`config.mk`:
```
export PLATFORM = sky130hd
export DESIGN_NAME = branch_redirect_arb_flat
export DESIGN_NICKNAME = d
export VERILOG_FILES = /design/src/rtl/branch_redirect_arb_pkg.sv /design/src/rtl/branch_redirect_arb_if.sv /design/src/rtl/branch_redirect_arb_rob_age_cmp.sv /design/src/rtl/branch_redirect_arb.sv /design/src/flat_wrapper.sv
export SDC_FILE = /design/constraint.sdc
export NUM_CORES = 1
export LEC_CHECK = 0
export ABC_CLOCK_PERIOD_IN_PS = 6000
export CORE_AREA = 4 4 93 77
export CTS_BUF_LIST = sky130_fd_sc_hd__clkbuf_2 sky130_fd_sc_hd__clkbuf_4 sky130_fd_sc_hd__clkbuf_8
export CTS_CLUSTER_SIZE = 28
export DETAILED_ROUTE_END_ITERATION = 16
export DIE_AREA = 0 0 97 81
export MAX_ROUTING_LAYER = met4
export SYNTH_ARGS = -nofsm -noshare
export SYNTH_HDL_FRONTEND = slang
export SYNTH_SLANG_ARGS = --single-unit
```
`constraint.sdc`:
```
create_clock -name clock -period 6 [get_ports clock]
set_clock_uncertainty 0.15 [all_clocks]
set_input_delay 1.8 -clock clock [delete_from_list [all_inputs] [get_ports clock]]
set_output_delay 1.8 -clock clock [all_outputs]
set_load 0.005 [all_outputs]
```
`src/rtl/branch_redirect_arb_pkg.sv`:
```
`default_nettype none
// ============================================================================
//  Module   : branch_redirect_pkg
//  Purpose  : Shared defaults and the redirect record type for the branch
//             redirect arbiter.
//  Revision : 1.0 - initial release
// ============================================================================
package branch_redirect_pkg;

  localparam int DEFAULT_NUM_IN    = 2;
  localparam int DEFAULT_ROB_IDX_W = 5;
  localparam int DEFAULT_FTQ_IDX_W = 3;

  typedef struct packed {
    logic                         flag;
    logic [DEFAULT_ROB_IDX_W-1:0] value;
  } rob_idx_t;

  typedef struct packed {
    logic                         flag;
    logic [DEFAULT_FTQ_IDX_W-1:0] value;
  } ftq_idx_t;

  // One redirect as seen by the frontend, at default widths.
  typedef struct packed {
    rob_idx_t                     rob;
    ftq_idx_t                     ftq;
    logic [DEFAULT_FTQ_IDX_W-1:0] ftq_offset;
    logic                         taken;
  } redirect_t;

endpackage
`default_nettype wire

```
`src/rtl/branch_redirect_arb_if.sv`:
```
`default_nettype none
// ============================================================================
//  Module   : branch_redirect_arb_if
//  Purpose  : ALU redirect sources, backend flush and frontend redirect
//             channel for the branch redirect arbiter.
//  Revision : 1.0 - initial release
// ============================================================================
interface branch_redirect_arb_if #(
  parameter int NUM_IN    = branch_redirect_pkg::DEFAULT_NUM_IN,
  parameter int ROB_IDX_W = branch_redirect_pkg::DEFAULT_ROB_IDX_W,
  parameter int FTQ_IDX_W = branch_redirect_pkg::DEFAULT_FTQ_IDX_W
);
  import branch_redirect_pkg::*;

  // ALU redirect sources
  logic [NUM_IN-1:0]                in_valid;
  logic [NUM_IN-1:0]                in_robIdx_flag;
  logic [NUM_IN-1:0][ROB_IDX_W-1:0] in_robIdx_value;
  logic [NUM_IN-1:0]                in_ftqIdx_flag;
  logic [NUM_IN-1:0][FTQ_IDX_W-1:0] in_ftqIdx_value;
  logic [NUM_IN-1:0][FTQ_IDX_W-1:0] in_ftqOffset;
  logic [NUM_IN-1:0]                in_taken;
  logic [NUM_IN-1:0]                in_isMisPred;

  // Backend flush
  logic                 flush_valid;
  logic                 flush_robIdx_flag;
  logic [ROB_IDX_W-1:0] flush_robIdx_value;

  // Redirect to frontend
  logic                 out_valid;
  logic                 out_ready;
  logic                 out_robIdx_flag;
  logic [ROB_IDX_W-1:0] out_robIdx_value;
  logic                 out_ftqIdx_flag;
  logic [FTQ_IDX_W-1:0] out_ftqIdx_value;
  logic [FTQ_IDX_W-1:0] out_ftqOffset;
  logic                 out_taken;

  // Environment side: drives sources, flush and ready
  modport master (
    output in_valid, in_robIdx_flag, in_robIdx_value, in_ftqIdx_flag,
           in_ftqIdx_value, in_ftqOffset, in_taken, in_isMisPred,
           flush_valid, flush_robIdx_flag, flush_robIdx_value, out_ready,
    input  out_valid, out_robIdx_flag, out_robIdx_value, out_ftqIdx_flag,
           out_ftqIdx_value, out_ftqOffset, out_taken
  );

  // Arbiter side
  modport slave (
    input  in_valid, in_robIdx_flag, in_robIdx_value, in_ftqIdx_flag,
           in_ftqIdx_value, in_ftqOffset, in_taken, in_isMisPred,
           flush_valid, flush_robIdx_flag, flush_robIdx_value, out_ready,
    output out_valid, out_robIdx_flag, out_robIdx_value, out_ftqIdx_flag,
           out_ftqIdx_value, out_ftqOffset, out_taken
  );

endinterface
`default_nettype wire

```
`src/rtl/branch_redirect_arb_rob_age_cmp.sv`:
```
`default_nettype none
// ============================================================================
//  Module   : rob_age_cmp
//  Purpose  : Combinational ROB age compare. older_o is set when A is
//             strictly older than B; the flag bit marks which lap of the
//             circular ROB an index belongs to, so a flag mismatch inverts
//             the value compare. Equal indices are never older.
//  Revision : 1.0 - initial release
// ============================================================================
module rob_age_cmp
  import branch_redirect_pkg::*;
#(
  parameter int ROB_IDX_W = DEFAULT_ROB_IDX_W
) (
  input  logic                 a_flag_i,
  input  logic [ROB_IDX_W-1:0] a_value_i,
  input  logic                 b_flag_i,
  input  logic [ROB_IDX_W-1:0] b_value_i,
  output logic                 older_o
);

  assign older_o = (a_flag_i == b_flag_i) ? (a_value_i < b_value_i)
                                          : (a_value_i > b_value_i);

endmodule
`default_nettype wire

```
`src/rtl/branch_redirect_arb.sv`:
```
`default_nettype none
// ============================================================================
//  Module   : branch_redirect_arb
//  Purpose  : Picks the oldest mispredicting ALU redirect each cycle and
//             holds it in a single-entry register until the frontend takes
//             it. An older arrival replaces the held entry; backend flushes
//             kill both incoming and held redirects.
//  Options  : BRANCH_REDIRECT_ARB_PERF_EN adds saturating perf_issued /
//             perf_dropped counters.
//  Revision : 1.0 - initial release
// ============================================================================
module branch_redirect_arb
  import branch_redirect_pkg::*;
#(
  parameter int NUM_IN    = DEFAULT_NUM_IN,
  parameter int ROB_IDX_W = DEFAULT_ROB_IDX_W,
  parameter int FTQ_IDX_W = DEFAULT_FTQ_IDX_W
) (
  input  logic clock,
  input  logic reset_n,
  branch_redirect_arb_if.slave bus
`ifdef BRANCH_REDIRECT_ARB_PERF_EN
  ,
  output logic [31:0] perf_issued,
  output logic [31:0] perf_dropped
`endif
);

  // Same field order as redirect_t, sized by this instance's parameters.
  typedef struct packed {
    logic                 rob_flag;
    logic [ROB_IDX_W-1:0] rob_value;
    logic                 ftq_flag;
    logic [FTQ_IDX_W-1:0] ftq_value;
    logic [FTQ_IDX_W-1:0] ftq_offset;
    logic                 taken;
  } entry_t;

  entry_t            w_in [NUM_IN];
  logic              w_older [NUM_IN][NUM_IN];
  logic [NUM_IN-1:0] w_in_vs_flush;
  logic [NUM_IN-1:0] w_qual;
  logic [NUM_IN-1:0] w_win;
  entry_t            w_cand;
  logic              w_cand_vld;
  logic              w_cand_older;
  logic              w_held_vs_flush;
  logic              w_xfer, w_held_kill, w_held_live, w_load;

  logic              valid_q, valid_d;
  entry_t            entry_q, entry_d;

  // Per-source qualification and the full pairwise age matrix.
  for (genvar i = 0; i < NUM_IN; i++) begin : g_src
    assign w_in[i] = {bus.in_robIdx_flag[i], bus.in_robIdx_value[i],
                      bus.in_ftqIdx_flag[i], bus.in_ftqIdx_value[i],
                      bus.in_ftqOffset[i], bus.in_taken[i]};

    rob_age_cmp #(.ROB_IDX_W(ROB_IDX_W)) u_flush_cmp (
      .a_flag_i (bus.in_robIdx_flag[i]),
      .a_value_i(bus.in_robIdx_value[i]),
      .b_flag_i (bus.flush_robIdx_flag),
      .b_value_i(bus.flush_robIdx_value),
      .older_o  (w_in_vs_flush[i])
    );

    // A source survives a flush only if it is strictly older than the flush point.
    assign w_qual[i] = bus.in_valid[i] & bus.in_isMisPred[i]
                     & ~(bus.flush_valid & ~w_in_vs_flush[i]);

    for (genvar j = 0; j < NUM_IN; j++) begin : g_pair
      if (i != j) begin : g_cmp
        rob_age_cmp #(.ROB_IDX_W(ROB_IDX_W)) u_pair_cmp (
          .a_flag_i (bus.in_robIdx_flag[i]),
          .a_value_i(bus.in_robIdx_value[i]),
          .b_flag_i (bus.in_robIdx_flag[j]),
          .b_value_i(bus.in_robIdx_value[j]),
          .older_o  (w_older[i][j])
        );
      end else begin : g_self
        assign w_older[i][j] = 1'b0;
      end
    end
  end

  // Source i wins if it beats every other qualifying source; ties go to the lower index.
  always_comb begin
    w_win      = '0;
    w_cand     = '0;
    w_cand_vld = 1'b0;
    for (int i = 0; i < NUM_IN; i++) begin
      w_win[i] = w_qual[i];
      for (int j = 0; j < NUM_IN; j++) begin
        if (j != i && w_qual[j] &&
            !(w_older[i][j] || (!w_older[j][i] && i < j))) begin
          w_win[i] = 1'b0;
        end
      end
    end
    for (int i = 0; i < NUM_IN; i++) begin
      if (w_win[i] && !w_cand_vld) begin
        w_cand     = w_in[i];
        w_cand_vld = 1'b1;
      end
    end
  end

  rob_age_cmp #(.ROB_IDX_W(ROB_IDX_W)) u_held_flush_cmp (
    .a_flag_i (entry_q.rob_flag),
    .a_value_i(entry_q.rob_value),
    .b_flag_i (bus.flush_robIdx_flag),
    .b_value_i(bus.flush_robIdx_value),
    .older_o  (w_held_vs_flush)
  );

  rob_age_cmp #(.ROB_IDX_W(ROB_IDX_W)) u_cand_held_cmp (
    .a_flag_i (w_cand.rob_flag),
    .a_value_i(w_cand.rob_value),
    .b_flag_i (entry_q.rob_flag),
    .b_value_i(entry_q.rob_value),
    .older_o  (w_cand_older)
  );

  // The held entry stays only if it is neither taken nor flushed this cycle.
  assign w_xfer      = valid_q & bus.out_ready;
  assign w_held_kill = valid_q & bus.flush_valid & ~w_held_vs_flush;
  assign w_held_live = valid_q & ~w_held_kill & ~w_xfer;
  assign w_load      = w_cand_vld & (~w_held_live | w_cand_older);
  assign valid_d     = w_load | w_held_live;
  assign entry_d     = w_load ? w_cand : entry_q;

  // Holding register.
  always_ff @(posedge clock) begin
    if (!reset_n) begin
      valid_q <= 1'b0;
      entry_q <= '0;
    end else begin
      valid_q <= valid_d;
      entry_q <= entry_d;
    end
  end

  assign bus.out_valid        = valid_q;
  assign bus.out_robIdx_flag  = entry_q.rob_flag;
  assign bus.out_robIdx_value = entry_q.rob_value;
  assign bus.out_ftqIdx_flag  = entry_q.ftq_flag;
  assign bus.out_ftqIdx_value = entry_q.ftq_value;
  assign bus.out_ftqOffset    = entry_q.ftq_offset;
  assign bus.out_taken        = entry_q.taken;

`ifdef BRANCH_REDIRECT_ARB_PERF_EN
  localparam logic [31:0] C_SAT = 32'hFFFF_FFFF;

  logic [31:0] perf_issued_q, perf_dropped_q;
  logic [31:0] w_qual_cnt, w_drop_inc;

  // Qualifying candidates that did not make it into the register this cycle.
  always_comb begin
    w_qual_cnt = '0;
    for (int i = 0; i < NUM_IN; i++) begin
      w_qual_cnt = w_qual_cnt + 32'(w_qual[i]);
    end
    w_drop_inc = w_qual_cnt - 32'(w_load);
  end

  // Saturating event counters.
  always_ff @(posedge clock) begin
    if (!reset_n) begin
      perf_issued_q  <= '0;
      perf_dropped_q <= '0;
    end else begin
      if (w_xfer && perf_issued_q != C_SAT) begin
        perf_issued_q <= perf_issued_q + 32'd1;
      end
      if (perf_dropped_q > (C_SAT - w_drop_inc)) begin
        perf_dropped_q <= C_SAT;
      end else begin
        perf_dropped_q <= perf_dropped_q + w_drop_inc;
      end
    end
  end

  assign perf_issued  = perf_issued_q;
  assign perf_dropped = perf_dropped_q;
`endif

endmodule
`default_nettype wire

```
`src/flat_wrapper.sv`:
```
// flat-port wrapper written by rule: the top's interface ports become plain ports
module branch_redirect_arb_flat import branch_redirect_pkg::*;
#(
  parameter int NUM_IN    = DEFAULT_NUM_IN,
  parameter int ROB_IDX_W = DEFAULT_ROB_IDX_W,
  parameter int FTQ_IDX_W = DEFAULT_FTQ_IDX_W
)
  (clock, reset_n, bus_in_valid, bus_in_robIdx_flag, bus_in_robIdx_value, bus_in_ftqIdx_flag, bus_in_ftqIdx_value, bus_in_ftqOffset, bus_in_taken, bus_in_isMisPred, bus_flush_valid, bus_flush_robIdx_flag, bus_flush_robIdx_value, bus_out_ready, bus_out_valid, bus_out_robIdx_flag, bus_out_robIdx_value, bus_out_ftqIdx_flag, bus_out_ftqIdx_value, bus_out_ftqOffset, bus_out_taken);
  branch_redirect_arb_if #(.NUM_IN(NUM_IN), .ROB_IDX_W(ROB_IDX_W), .FTQ_IDX_W(FTQ_IDX_W)) bus_i ();
  input  logic clock;
  input  logic reset_n;
  input wire logic [$bits(bus_i.in_valid)-1:0] bus_in_valid;
  input wire logic [$bits(bus_i.in_robIdx_flag)-1:0] bus_in_robIdx_flag;
  input wire logic [$bits(bus_i.in_robIdx_value)-1:0] bus_in_robIdx_value;
  input wire logic [$bits(bus_i.in_ftqIdx_flag)-1:0] bus_in_ftqIdx_flag;
  input wire logic [$bits(bus_i.in_ftqIdx_value)-1:0] bus_in_ftqIdx_value;
  input wire logic [$bits(bus_i.in_ftqOffset)-1:0] bus_in_ftqOffset;
  input wire logic [$bits(bus_i.in_taken)-1:0] bus_in_taken;
  input wire logic [$bits(bus_i.in_isMisPred)-1:0] bus_in_isMisPred;
  input wire logic [$bits(bus_i.flush_valid)-1:0] bus_flush_valid;
  input wire logic [$bits(bus_i.flush_robIdx_flag)-1:0] bus_flush_robIdx_flag;
  input wire logic [$bits(bus_i.flush_robIdx_value)-1:0] bus_flush_robIdx_value;
  input wire logic [$bits(bus_i.out_ready)-1:0] bus_out_ready;
  output wire logic [$bits(bus_i.out_valid)-1:0] bus_out_valid;
  output wire logic [$bits(bus_i.out_robIdx_flag)-1:0] bus_out_robIdx_flag;
  output wire logic [$bits(bus_i.out_robIdx_value)-1:0] bus_out_robIdx_value;
  output wire logic [$bits(bus_i.out_ftqIdx_flag)-1:0] bus_out_ftqIdx_flag;
  output wire logic [$bits(bus_i.out_ftqIdx_value)-1:0] bus_out_ftqIdx_value;
  output wire logic [$bits(bus_i.out_ftqOffset)-1:0] bus_out_ftqOffset;
  output wire logic [$bits(bus_i.out_taken)-1:0] bus_out_taken;
  assign bus_i.in_valid = bus_in_valid;
  assign bus_i.in_robIdx_flag = bus_in_robIdx_flag;
  assign bus_i.in_robIdx_value = bus_in_robIdx_value;
  assign bus_i.in_ftqIdx_flag = bus_in_ftqIdx_flag;
  assign bus_i.in_ftqIdx_value = bus_in_ftqIdx_value;
  assign bus_i.in_ftqOffset = bus_in_ftqOffset;
  assign bus_i.in_taken = bus_in_taken;
  assign bus_i.in_isMisPred = bus_in_isMisPred;
  assign bus_i.flush_valid = bus_flush_valid;
  assign bus_i.flush_robIdx_flag = bus_flush_robIdx_flag;
  assign bus_i.flush_robIdx_value = bus_flush_robIdx_value;
  assign bus_i.out_ready = bus_out_ready;
  assign bus_out_valid = bus_i.out_valid;
  assign bus_out_robIdx_flag = bus_i.out_robIdx_flag;
  assign bus_out_robIdx_value = bus_i.out_robIdx_value;
  assign bus_out_ftqIdx_flag = bus_i.out_ftqIdx_flag;
  assign bus_out_ftqIdx_value = bus_i.out_ftqIdx_value;
  assign bus_out_ftqOffset = bus_i.out_ftqOffset;
  assign bus_out_taken = bus_i.out_taken;
  branch_redirect_arb #(.NUM_IN(NUM_IN), .ROB_IDX_W(ROB_IDX_W), .FTQ_IDX_W(FTQ_IDX_W)) u_core (.clock(clock), .reset_n(reset_n), .bus(bus_i));
endmodule
```
## Word-level counts from Yosys, hierarchy flattened

Index checks and enable logic that the tools add are counted.

- Bits in registers: 15
- Bits in latches: 0
- RAM bits: 0
- Bits in read-only memories: 0
- Input port bits: 42
- Output and inout port bits: 15
- Memories: 0

- Add/sub/neg operators: 0
- Multipliers: 0
- Div/mod/pow operators: 0
- $lt $le $gt $ge: 12
- Equal/unequal tests: 6
- Shifts and indexed selects: 0
- Multiplexer cells: 12
- Bitwise logic cells: 22
- Reduce and logical (&&, ||, !) cells: 7

Operators with widths:

| cell | number |
|---|---|
| 5-bit > comparator | 6 |
| 5-bit < comparator | 6 |
| 14-bit two-way mux | 2 |
| 1-bit bitwise AND | 12 |
| 1-bit two-way mux | 10 |
| 1-bit NOT | 8 |
| 1-bit equality test | 6 |
| 1-bit logical AND | 3 |
| 1-bit zero test | 3 |
| 1-bit OR | 2 |
| 1-bit logical OR | 1 |

## Logic depth before layout (Yosys ltp)

- Depth after elaboration: 17
- Gate-level depth with buffers: 21
- Depth with buffers taken out: 19

## By module

Synthesis repeated with hierarchy kept, for this count alone.

- Cell total of the unflattened synthesis: 200
- Area total of the unflattened synthesis: 1,674.1 um^2

Modules (own cells, without submodules):

| module | instances | cells each | area an instance (um^2) | sequential area each (um^2) |
|---|---|---|---|---|
| rob_age_cmp | 6 | 19 | 150.1 | 0.0 |
| branch_redirect_arb | 1 | 86 | 773.2 | 300.3 |

## Worst setup path after synthesis

OpenSTA, ideal clock, no wires.

- Path type: input to register
- From: input bus_flush_robIdx_value[4]
- To: register u_core.entry_q (netlist bit u_core.bus.out_robIdx_value[0])
- Library setup time: 121 ps
- Data arrival time: 5,358 ps
- Path slack: 371 ps
- Stages on the path: 20
- Buffers on the path: 2
- Path through: inv_1 > ha_1 > nand4_1 > o21bai_1 > mux2i_1 > o211a_1 > buf_6 > a21oi_1 > clkbuf_1 > nand2_1 > o21ai_0 > ha_1 > nor2b_1 > o21a_1 > o21a_1 > o21ai_0 > nand2b_1 > a21o_1 > a31o_4 > mux2_4

- Cells in the longest elaborated chain, start to end: 16
- Elaborated cells on any way between the ends: 39

Ends and longest elaborated chain:

| what | RTL line | text |
|---|---|---|
| start, declared | flat_wrapper.sv:22 | `input wire logic [$bits(bus_i.flush_robIdx_value)-1:0] bus_flush_robIdx_value;` |
| 5-bit > comparator or 5-bit < comparator (tied branches) | branch_redirect_arb_rob_age_cmp.sv:23, branch_redirect_arb_rob_age_cmp.sv:22 |  |
| 1-bit two-way mux | branch_redirect_arb_rob_age_cmp.sv:22 | `assign older_o = (a_flag_i == b_flag_i) ? (a_value_i < b_value_i)` |
| 1-bit NOT | branch_redirect_arb.sv:69 | `& ~(bus.flush_valid & ~w_in_vs_flush[i]);` |
| 1-bit bitwise AND | branch_redirect_arb.sv:69 |  |
| 1-bit NOT | branch_redirect_arb.sv:69 |  |
| 1-bit bitwise AND | branch_redirect_arb.sv:69 |  |
| 1-bit logical AND | branch_redirect_arb.sv:94 | `if (j != i && w_qual[j] &&` |
| 1-bit two-way mux | branch_redirect_arb.sv:94 |  |
| 1-bit two-way mux | branch_redirect_arb.sv:101 | `if (w_win[i] && !w_cand_vld) begin` |
| 1-bit zero test | branch_redirect_arb.sv:101 |  |
| 1-bit logical AND | branch_redirect_arb.sv:101 |  |
| 14-bit two-way mux (*) | branch_redirect_arb.sv:101 |  |
| net u_core.u_cand_held_cmp.a_value_i[1] | branch_redirect_arb_rob_age_cmp.sv:16 | `input logic [ROB_IDX_W-1:0] a_value_i,` |
| 5-bit > comparator or 5-bit < comparator (tied branches) | branch_redirect_arb_rob_age_cmp.sv:23, branch_redirect_arb_rob_age_cmp.sv:22 |  |
| 1-bit two-way mux (*) | branch_redirect_arb_rob_age_cmp.sv:22 |  |
| 1-bit OR (*) | branch_redirect_arb.sv:128 | `assign w_load = w_cand_vld & (~w_held_live \| w_cand_older);` |
| 1-bit bitwise AND (*) | branch_redirect_arb.sv:128 |  |
| end signal, assigned | branch_redirect_arb.sv:139 | `entry_q <= entry_d;` |
| end, declared | branch_redirect_arb.sv:51 | `entry_t entry_q, entry_d;` |

The timed path passes the listed nets; every way through them passes the cells marked *.
A chain may end at the register's enable or synchronous reset.

## Worst setup path after layout

Ends and elaborated chain as after synthesis.

==> results.ini <==
[routing]
wl_per_cell_um=12.3
wl_um=4140
drc=0
antenna_left=0
vias=1538
avgViaCountPerCell=4.56
drt_iter0_drc=28
drt_pass1_iterations=4

[synth]
yosysTopAreaCellShare_pct=19.8
syn_area_per_cell_um2=8.22
syn_inst=192
synth-seq-area-share_pct=19.0
ys_seq_elements=15
ys_types=38
yosys.area.top_type=ha_1
ys_top_cells_by_area=ha_1, dfxtp_1, mux2i_1, nand2_1, inv_1
syn-num-nets=259
syn_area_um2=1580
ys_warn_count=0

[pwr]
finalPower_mw=0.349
ir_drop_uv=74.9
p_leak_nw=1.01
powerDensity_nw_per_um2=151

[min_path]
holdPathStages=2
hp-class=reg2reg

[critical_path]
worst_path_max_delay_cell=clkdlybuf4s50_1
start_kind=primary input
cp.required_ns=5.98
endpoint_kind=flop
worstPathArrival_ns=5.68
worstSetupPathDepth=18
cpMostUsedCell=o21ai_0
slowest_delay_ns=0.46
crit_family=compound AO/OA/AOI/OAI gates
worst-path-buf-inv=2
cp_cell_sequence=clkdlybuf4s50_1 > inv_1 > ha_1 > nand2_1 > o21ai_0 > mux2i_2 > o211ai_2 > a21oi_2 > o21ai_0 > ha_1 > nor2b_1 > o21a_1 > o21a_1 > o21ai_0 > nand2b_1 > a21o_1 > a31o_4 > mux2_4
r2r_cells=10
crit_type=in2reg
cp_max_fo=6

[place]
post_dp_cell_area_um2=2270
port_buffers=56
dp_hpwl_um=3590
dp_cells=333
place.gp.congestion=0.840

[clocking]
cts_tree=yes
clk_latency_ns=0.24
clockRootBuffer=clkbuf_8
path_clk_slew_ns=0.06
post_cts.repair.setup_buffers=0
htreeDepth=1
cts_buffers=3
clkSinkCount=15
clock_path_buffers=2

[cells_and_area]
syn_to_final_growth_pct=46.9
final_area_um2=2320
drive_gt1_share_pct=8.30
fin_cells=337
diodes=0
nets=321

[die]
io_pins=57
dieArea_um2=7860
row_count=26
initial_utilization_pct=25.1
die_y_um=81
fp.coreArea_um2=6280
die_w_um=97

[timing]
holdWs_ns=0.306
slew_violations=0
rsz0062_at_grt=false
relSlewSlack_pct=42.7
min_period_over_period_pct=95.0
tightest_slew_ns=0.857
setup_violations=0
hold_viol_final=0
post-route-min-period_ns=5.70
max_freq_mhz=175

[grt]
antenna_found_initial=0
grt_pass1_vias=1458
grt_pass1_wl_um=6620
grt_start_max_net_pins=27
track_usage_pct=10.5
gr-total-overflow=0

[run_status]
status=finished, final reports clean

[run]
max_cap_viol_count=0

per-stage QoR:
stage	utilization, %	worst slack [ns]	setup TNS, ns
2_1_floorplan	-	0.371	0
3_3_place_gp	36.1	-0.0250	-0.101
3_5_place_dp	36.1	-0.114	-1.28
4_1_cts	36.9	0.123	0
5_1_grt	36.9	0.0166	0
6_report	36.9	0.301	0
cell families after synthesis:
logic type | count (synthesis) | share of synthesized area [%]
adders and majority gates | 25 | 19.8
muxes | 16 | 10.7
buffers and inverters | 28 | 8.16
xor gates and xnor gates | 4 | 2.22
DFF | 15 | 19.0
and+or+nand+nor | 54 | 15.1
AOI/OAI and AO/OA | 50 | 25.0
power by group:
part	internal (mW)	switching [mW]
sequential	0.105	0.00428
clock	0.0515	0.0339
combinational	0.0857	0.0689
cells in the final DEF, fill, tap and decap left out, types with 5 or more instances in the layout:
| cell | netlist | layout |
|---|---|---|
| dfxtp_1 | 15 | 15 |
| o21ai_0 | 11 | 11 |
| clkdlybuf4s50_1 | 0 | 56 |
| mux2i_1 | 14 | 14 |
| inv_1 | 21 | 21 |
| nand2_1 | 36 | 36 |
| o21a_1 | 5 | 5 |
| nor2_1 | 5 | 5 |
| ha_1 | 25 | 25 |
| buf_4 | 0 | 7 |
| a21oi_1 | 9 | 8 |
| a22o_1 | 8 | 8 |
worst paths after layout:
kind / from / endpoint / slack, ns
setup / recovery: bus_flush_robIdx_value[4] / u_core.bus.out_robIdx_value[0] / 0.30
hold / removal: u_core.bus.out_ftqIdx_value[2] / u_core.bus.out_ftqIdx_value[2] / 0.31
setup reg to reg: u_core.bus.out_robIdx_value[1] / u_core.bus.out_taken / 3.18
hold reg to reg: u_core.bus.out_ftqIdx_value[2] / u_core.bus.out_ftqIdx_value[2] / 0.31
worst min-delay path: cells and delay by family (launching register included):
family	cells	cell delay, ns
DFF	1	0.31
muxes	1	0.05
and+or+nand+nor	1	0.05
timing repair:
item                       CTS  global route
hold endpoints to repair     0             0
hold buffers                 0             0
gates resized for setup      0             1
setup endpoints to repair    0            13
cell usage after synthesis (all sizes together):
master   n
a211oi   3
a21o     1
a21oi    9
a221o    1
a22o     8
a22oi    1
a311oi   1
a31o     1
and3     1
and4     2
buf      2
clkbuf   5
dfxtp   15
ha      25
inv     21
mux2     1
mux2i   15
nand2   36
nand2b   1
nand3    2
nand3b   1
nand4    3
nor2     5
nor2b    2
o211a    3
o211ai   1
o21a     5
o21ai   11
o21bai   2
o31a     1
o31ai    2
or3      1
xnor2    3
xor2     1
area by class of cell:
class / count / area, µm²
Clock buffer: 4 / 48.8
Fill cell: 644 / 3960
Inverter: 21 / 78.8
Multi-Input combinational cell: 149 / 1150
Sequential cell: 15 / 300
Tap cell: 84 / 105
Timing Repair Buffer: 64 / 633
sequential cells by signal, indices dropped and copies added, names as in the netlist:
| register | count |
|---|---|
| u_core.bus.out_valid | 1 |
| u_core.bus.out_ftqIdx_value | 3 |
| u_core.bus.out_ftqOffset | 3 |
| u_core.bus.out_taken | 1 |
| u_core.bus.out_robIdx_value | 5 |
| u_core.bus.out_robIdx_flag | 1 |
| u_core.bus.out_ftqIdx_flag | 1 |
metal layers:
layer | share of wire (%) | global-route usage (%)
met3 | 4.3 | 2.49
met5 | 0 | -
met4 | 0.46 | 0.842
met2 | 45 | 16.9
met1 | 50 | 13.9
Power figures use the tool's default switching activity.
==> RTL change: new RTL, same settings <==
Set the package constant `DEFAULT_NUM_IN` to 4 (it was 2).
--- a/src/rtl/branch_redirect_arb_pkg.sv
+++ b/src/rtl/branch_redirect_arb_pkg.sv
@@ -7,7 +7,7 @@
 // ============================================================================
 package branch_redirect_pkg;
 
-  localparam int DEFAULT_NUM_IN    = 2;
+  localparam int DEFAULT_NUM_IN    = 4;
   localparam int DEFAULT_ROB_IDX_W = 5;
   localparam int DEFAULT_FTQ_IDX_W = 3;
 
Ports: changed (8 resized); port bits go from 57 to 89. The function was not compared with the original's and may differ.
==> RTL change against the original RTL <==
  * Total power rose by 110%
  * Sequential cell count unchanged
  * Combinational power rose to 3.3 times the old value
  * Register-to-register slack got worse by 180 ps
  * Cell count is 80% higher
  * Largest cell class unchanged
  * Area after synthesis is 81% higher
  * Worst setup slack lost 220 ps
  * Wire length rose to 2.7 times the old value
  * Final area grew 110%
==> RTL change: results <==
[critical_path]
reg2reg_to = "u_core.bus.out_ftqOffset[2]$_SDFFE_PN0P_"
cp-startpoint = "bus_in_robIdx_value[6]"
worstSetupPathType = "input port to register"
slowest_delay_ps = 520
arrival_ps = 5940
critPathMaxFanout = 7
crit_path_top_delay_cell = "or4_1"
r2r_slack_ps = 3000
path_delay_family = "compound AO/OA/AOI/OAI gates"
worstReg2RegStart = "u_core.bus.out_robIdx_value[1]$_SDFFE_PN0P_"

[power]
leakage_nw = 2.35
ir_drop_uv = 80.7

[synthesis]
synthesis.nets = 494
ys_async_sr_fraction_pct = 0
ys_seq_area_share_pct = 10.5
synth_area_leaders = "ha_1 26%, dfxtp_1 10%, nand2_1 8.0%"
synthDistinctLibCells = 56
synthTopCellsByCount = "61 x nand2_1, 60 x ha_1, 39 x inv_1"
syn_inst = 360

[global_route]
grt_use_total_pct = 26.4
grt_pass1_vias = 3362
grt_max_degree = 29
grt_pass1_wl_mm = 16.2

[sta]
worstMarginPinSlew_ps = 892
fin_crit_ps = 5920

[drt]
via_per_inst = 5.77
dr.pass1.iters = 7
wire_per_inst_um = 18.4
drt_iter0_drc = 294

[final_layout]
drive_above_1_share_pct = 30.9
largest_register_ffs = 5
fillers = 447
fin_nets = 659
final_cells = 608

[place]
pre_cts_ws_ps = -450
place_inst = 571
hpwl_mm = 7.91
gp_congestion = 0.920
port_buffers = 88
placed_cell_area_um2 = 4160

[min_path]
min_path_type = "register to register"

[clock_tree]
clk_pin_slew_ps = 60
clock_latency_ps = 250

[outcome]
status = "completed"
RTL change: layout make-up:
| type | count | area, um2 | area share (%) |
|---|---|---|---|
| Timing Repair Buffer | 172 | 1520 | 31.5 |
| Clock buffer | 4 | 48.8 | 1.01 |
| Tap cell | 84 | 105 | 2.17 |
| Inverter | 39 | 156 | 3.23 |
| Sequential cell | 15 | 300 | 6.20 |
| Multi-Input combinational cell | 294 | 2710 | 55.9 |
RTL change: power by group:
group          switching [W]  internal (W)   total, W
sequential         0.0000125      0.000113   0.000126
clock              0.0000355     0.0000516  0.0000871
combinational       0.000243      0.000273   0.000516
RTL change: timing repair:
action                     CTS  global route
cloned                       1             0
setup endpoints to repair   14            14
buffers inserted            24             8
hold buffers                 0             0
gates resized for setup     56            55
pin swaps                   29            38
RTL change: worst min path at each step:
stage          cells after the start                                        start  slack [ps]                                           to
6_report                           2  u_core.bus.out_ftqIdx_value[2]$_SDFFE_PN0P_         310  u_core.bus.out_ftqIdx_value[2]$_SDFFE_PN0P_
5_1_grt                            2  u_core.bus.out_ftqIdx_value[1]$_SDFFE_PN0P_         340  u_core.bus.out_ftqIdx_value[1]$_SDFFE_PN0P_
4_1_cts                            2      u_core.bus.out_ftqIdx_flag$_SDFFE_PN0P_         320      u_core.bus.out_ftqIdx_flag$_SDFFE_PN0P_
3_5_place_dp                       2  u_core.bus.out_ftqIdx_value[1]$_SDFFE_PN0P_         310  u_core.bus.out_ftqIdx_value[1]$_SDFFE_PN0P_
3_3_place_gp                       2            u_core.bus.out_taken$_SDFFE_PN0P_         290            u_core.bus.out_taken$_SDFFE_PN0P_
2_1_floorplan                      2      u_core.bus.out_ftqIdx_flag$_SDFFE_PN0P_         300      u_core.bus.out_ftqIdx_flag$_SDFFE_PN0P_
RTL change: worst min-delay path: cells and delay by family, from the launching register on:
| kind | cells | cell delay [ps] |
|---|---|---|
| flip-flops | 1 | 310 |
| AND/OR/NAND/NOR | 1 | 50 |
| multiplexers | 1 | 50 |
RTL change: cell families after synthesis:
family	share of synthesized area, %
AOI/OAI and AO/OA	23.6
xor gates and xnor gates	4.15
adders and majority gates	26.2
muxes	7.51
DFF	10.5
buffers and inverters	7.86
and+or+nand+nor	20.2
RTL change: routing by layer:
metal	vias to the layer above	global-route usage (%)	share of wire, %
met3	36	3.95	8.2
met2	180	45.0	47
li1	1662	-	-
met5	-	-	0
met4	0	4.91	2.9
met1	1630	33.8	42
RTL change: stage by stage:
step / hold slack (ps) / setup TNS (ps)
floorplan: 304 / 0
global placement: 294 / -4300
detailed placement: 305 / -6120
CTS: 315 / 0
global route: 340 / -601
finish: 310 / 0
